### src/rtl/clk_int_div_dyn.sv
// Runtime-programmable integer clock divider.
// A new ratio is accepted through a valid/ready handshake and applied only at
// a period boundary, so clk_o never glitches. Every output is driven straight
// from a flop; each flop's next value is derived from next-state/next-count.
module clk_int_div_dyn #(
  parameter int DIV_WIDTH   = 8,
  parameter int DEFAULT_DIV = 2,
  parameter int DONE_DELAY  = 3
) (
  input  logic                 clk_i,
  input  logic                 rst_n_i,
  input  logic                 en_i,
  input  logic [DIV_WIDTH-1:0] div_i,
  input  logic                 div_valid_i,
  output logic                 div_ready_o,
  output logic                 div_err_o,
  output logic                 div_done_o,
  output logic [DIV_WIDTH-1:0] clk_cnt_o,
  output logic                 clk_trg_o,
  output logic                 clk_o
);

  typedef enum logic {IDLE, RUN} state_t;

  localparam logic [DIV_WIDTH-1:0] DEF_DIV  = DIV_WIDTH'(DEFAULT_DIV);
  localparam logic [DIV_WIDTH-1:0] ONE      = DIV_WIDTH'(1);
  localparam logic [DIV_WIDTH-1:0] TWO      = DIV_WIDTH'(2);
  localparam logic [DIV_WIDTH:0]   ONE_WIDE = (DIV_WIDTH+1)'(1);
  localparam logic [3:0]           DONE_MAX = 4'(DONE_DELAY);

  state_t               state, state_n;
  logic [DIV_WIDTH-1:0] cur_div, cur_div_n;
  logic [DIV_WIDTH-1:0] pend_div, pend_div_n;
  logic                 pend_vld, pend_vld_n;
  logic [DIV_WIDTH-1:0] cnt, cnt_n;
  logic [3:0]           done_cnt, done_cnt_n;
  logic                 accept;
  logic                 boundary;
  logic [DIV_WIDTH:0]   half_n;
  logic                 clk_n, trg_n, err_n, ready_n, done_n;

  // Next-state logic: period counting, ratio application and handshake capture.
  // The half-period threshold is built one bit wider so a ratio of all ones
  // cannot overflow when rounded up.
  always_comb begin
    state_n    = state;
    cur_div_n  = cur_div;
    pend_div_n = pend_div;
    pend_vld_n = pend_vld;
    cnt_n      = cnt;
    done_cnt_n = done_cnt;

    accept   = div_valid_i & div_ready_o;
    err_n    = accept & (div_i < TWO);
    boundary = (state == RUN) && (cnt == (cur_div - ONE));

    case (state)
      IDLE: begin
        cnt_n = '0;
        if (pend_vld) begin
          cur_div_n  = pend_div;
          pend_vld_n = 1'b0;
          done_cnt_n = '0;
        end
        if (en_i) state_n = RUN;
      end
      RUN: begin
        if (boundary) begin
          cnt_n = '0;
          if (pend_vld) begin
            cur_div_n  = pend_div;
            pend_vld_n = 1'b0;
            done_cnt_n = '0;
          end else if (done_cnt < DONE_MAX) begin
            done_cnt_n = done_cnt + 4'd1;
          end
          if (!en_i) state_n = IDLE;
        end else begin
          cnt_n = cnt + ONE;
        end
      end
      default: begin
        state_n = IDLE;
        cnt_n   = '0;
      end
    endcase

    if (accept && (div_i >= TWO)) begin
      pend_div_n = div_i;
      pend_vld_n = 1'b1;
    end

    half_n  = ({1'b0, cur_div_n} + ONE_WIDE) >> 1;
    clk_n   = (state_n == RUN) && ({1'b0, cnt_n} < half_n);
    trg_n   = (state_n == RUN) && (cnt_n == (cur_div_n - ONE));
    ready_n = ~pend_vld_n;
    done_n  = (done_cnt_n == DONE_MAX);
  end

  // State and registered outputs, with synchronous active-low reset.
  always_ff @(posedge clk_i) begin
    if (!rst_n_i) begin
      state       <= IDLE;
      cur_div     <= DEF_DIV;
      pend_div    <= '0;
      pend_vld    <= 1'b0;
      cnt         <= '0;
      done_cnt    <= '0;
      clk_o       <= 1'b0;
      clk_trg_o   <= 1'b0;
      div_ready_o <= 1'b1;
      div_err_o   <= 1'b0;
      div_done_o  <= 1'b0;
    end else begin
      state       <= state_n;
      cur_div     <= cur_div_n;
      pend_div    <= pend_div_n;
      pend_vld    <= pend_vld_n;
      cnt         <= cnt_n;
      done_cnt    <= done_cnt_n;
      clk_o       <= clk_n;
      clk_trg_o   <= trg_n;
      div_ready_o <= ready_n;
      div_err_o   <= err_n;
      div_done_o  <= done_n;
    end
  end

  assign clk_cnt_o = cnt;

endmodule
### config.mk
export PLATFORM = sky130hd
export DESIGN_NAME = clk_int_div_dyn
export DESIGN_NICKNAME = d
export VERILOG_FILES = /design/src/rtl/clk_int_div_dyn.sv
export SDC_FILE = /design/constraint.sdc
export NUM_CORES = 1
export LEC_CHECK = 0
export CORE_MARGIN = 1
export CORE_UTILIZATION = 55
export DETAILED_ROUTE_END_ITERATION = 6
export DONT_BUFFER_PORTS = 1
export GPL_TIMING_DRIVEN = 0
export PLACE_DENSITY_LB_ADDON = 0.2
export RECOVER_POWER = 50
export SLEW_MARGIN = 20
export SYNTH_ARGS = -nofsm -noshare
export SYNTH_HDL_FRONTEND = slang
export SYNTH_SLANG_ARGS = --single-unit
### constraint.sdc
create_clock -name clk_i -period 4.8 [get_ports clk_i]
set_input_delay 0.48 -clock clk_i [delete_from_list [all_inputs] [get_ports clk_i]]
set_output_delay 0.48 -clock clk_i [all_outputs]
set_load 0.05 [all_outputs]
==> impl_results.md <==
* First-pass GRT wire length at 9870 um
* # diodes at 0
* Hold Fails Final Rpt at 0
* CTS sink cnt at 35
* Worst hold path type: input port to register
* Final min period at 4.57 ns
* Num CTS Buffers at 5
* 1st-pass router iterations at 4
* Ys flop type: dfxtp_1
* Total grt overflow at 0
* Max IR drop VDD at 0.000157 V
* Worst Tran Pin Value at 0.656 ns
* Placed Area at 0.00251 mm2
* Req. time, crit path at 5.03 ns
* Vias in the first global route at 2058
* Slew Limit Fails at 0
* Leading cell types in the layout, fill and taps excluded: nor2_1, dfxtp_1, nand2_1, xnor2_1, mux2i_1
* # DRC at 0
* Final setup fails at 0
* Final Cell Area at 0.00263 mm2
* Post-synth cell types at 63
* Routed vias at 2169
* Nets at 319
* CTS tree: done
* Most common cell after layout, fill and taps aside: nor2_1
* Worst Setup End Kind: register
* GP Congestion at 0.886
* Finished Core Util at 63.5%
* Maximum root-to-sink buffer count at 2
* Routed WL at 6040 um
* Horiz. Die Dim at 68.7 um
* Headroom to the max-slew limit at 56.2%
* DR iter-0 viols at 104
* Critical path class: register to register
* Multi-input logic area at 0.00165 mm2
* Syn Inst Count at 288
* Avg WL per Cell at 17.4 um
* Total GRT Usage at 29.2%
* Critical path peak fanout at 19
* Hold_buf cts at 0
* Ports at 25
* Clk_skew at 0.00747 ns
* P&R area growth vs syn at 7.35%
* Standard-cell rows at 23
* Core area at 0.00414 mm2
* FMAX at 0.219 GHz
* Largest net degree at the start of global routing at 20
* Leakage power at 1.09 nW
* Mean Syn Cell Area at 8.51 um2
* Reg area at 701 um2
* Initial antenna violation count at 0
* Yosys warns at 0
* Hpwl dp at 4500 um
* Ys async rst share at 0%
* Mapped Nets at 311
* Period utilization at 95.2%
* Root Buffer: clkbuf_8
* Filler Cell Count at 390
* IO Port Bufs at 0
* Data arrival, critical path at 4.80 ns
* Number of synthesized flops with an enable pin at 0
* Max cap viols at 0
* Part of the Yosys area used for sequential elements at 28.6%
* Final TNS setup at 0 ns
* Clock Latency Late Sink at 0.30 ns
* CP startpoint kind: register
* Post-Synthesis Cell Area at 0.00245 mm2
* FF+latch count, synth at 35
* Starting utilization of the core area at 59.1%
* Clk slew on worst S/H paths at 0.07 ns
* Die area at 0.00473 mm2
* Antenna viol nets, final at 0
* PD cells at 272 mW/mm2
* Die height at 68.7 um
* Status: finished, final reports clean
* H-tree Lvls at 2
* Drt via density at 6.25
* Layout cells sized above 1 at 13.8%
layout make-up:
type | count | area share, %
buffer | 13 | 2.66
clock buffer | 5 | 2.62
clock inverter | 3 | 0.571
inverter | 11 | 1.57
multi-input combinational | 227 | 62.7
sequential | 35 | 26.6
tap | 50 | 2.38
timing repair buffer | 3 | 0.856
through the flow:
step                instances  hold WS, ns  power [mW]  setup WS, ns
finish                    347        0.307       0.716         0.231
global route              347        0.303       0.749      -0.00226
CTS                       345        0.303       0.712       0.00172
detailed placement        338        0.501       0.499        -0.360
global placement          338        0.493       0.496        -0.322
floorplan                 288        0.478       0.462         0.412
cells by family after synthesis:
kind of cell	synth area share [%]
AOI/OAI and AO/OA	17.9
xor gates and xnor gates	8.22
adders and majority gates	5.62
buffers and inverters	4.70
DFF	28.6
muxes	9.91
and+or+nand+nor	25.0
where the power goes:
| group | switching, mW | internal [mW] |
|---|---|---|
| Clock | 0.114 | 0.0993 |
| Sequential | 0.0329 | 0.304 |
| Combinational | 0.0968 | 0.0696 |
critical path, stage by stage (launching register included):
cell and delay (ns):
dfxtp_1 0.34, clkbuf_4 0.21, inv_1 0.06, ha_1 0.30
xnor2_1 0.13, or3_1 0.41, a211oi_2 0.26, a21bo_4 0.24
nand3_4 0.18, buf_6 0.23, mux2_2 0.30, ha_1 0.23
o21ai_0 0.17, nand2b_1 0.19, xnor2_1 0.13, ha_1 0.27
a21o_1 0.16, a21o_1 0.16, a21oi_1 0.13, nand2_1 0.08
a41oi_1 0.19, a21o_1 0.12
synth_stat cells, drive strengths merged (2+ instances only):
| cell type | n | area [um2] |
|---|---|---|
| a211oi | 3 | 32.5 |
| a21o | 5 | 38.8 |
| a21oi | 8 | 40.0 |
| a22oi | 2 | 15.0 |
| and2 | 7 | 43.8 |
| and3 | 8 | 51.3 |
| buf | 4 | 32.5 |
| clkbuf | 11 | 41.3 |
| dfxtp | 35 | 701 |
| ha | 11 | 138 |
| inv | 11 | 41.3 |
| mux2 | 7 | 78.8 |
| mux2i | 16 | 164 |
| nand2 | 17 | 63.8 |
| nand2b | 3 | 18.8 |
| nand3 | 12 | 72.6 |
| nand4 | 2 | 27.5 |
| nor2 | 36 | 135 |
| nor3 | 10 | 50.1 |
| nor4 | 5 | 37.5 |
| o211ai | 6 | 50.1 |
| o21a | 4 | 30.0 |
| o21ai | 6 | 33.8 |
| o21bai | 2 | 15.0 |
| o221ai | 4 | 41.3 |
| o311a | 2 | 20.0 |
| or2 | 3 | 18.8 |
| or3 | 6 | 40.0 |
| xnor2 | 16 | 140 |
| xor2 | 7 | 61.3 |
metal layers:
| metal | global-route usage (%) | up-vias | wire length (um) |
|---|---|---|---|
| met5 | 0 | - | 0 |
| met4 | 9.44 | 0 | 132 |
| met3 | 6.91 | 10 | 344 |
| met2 | 48.2 | 64 | 2780 |
| met1 | 37.2 | 1039 | 2780 |
| li1 | - | 1056 | - |
what timing repair did:
| item | in CTS | in global routing |
|---|---|---|
| pin swaps | 0 | 1 |
| gates resized for setup | 1 | 5 |
| setup endpoints to repair | 1 | 1 |
| buffers inserted | 0 | 3 |
final timing paths:
kind | slack [ns] | from | cells after the start | end
setup / recovery | 0.23 | cur_div[0]$_SDFF_PN0_ | 21 | clk_o$_SDFF_PN0_
hold / removal | 0.31 | rst_n_i | 1 | cur_div[0]$_SDFF_PN0_
setup reg to reg | 0.23 | cur_div[0]$_SDFF_PN0_ | 21 | clk_o$_SDFF_PN0_
hold reg to reg | 0.52 | done_cnt[2]$_SDFF_PN0_ | 1 | done_cnt[2]$_SDFF_PN0_
flip-flops by register name, summed over array words and instances, names as in the netlist:
name,count
clk_cnt_o,8
cur_div,8
pend_div,8
done_cnt,4
clk_o,1
clk_trg_o,1
div_done_o,1
div_err_o,1
div_ready_o,1
pend_vld,1
state,1
No activity file was read; power rests on OpenSTA's default activity.
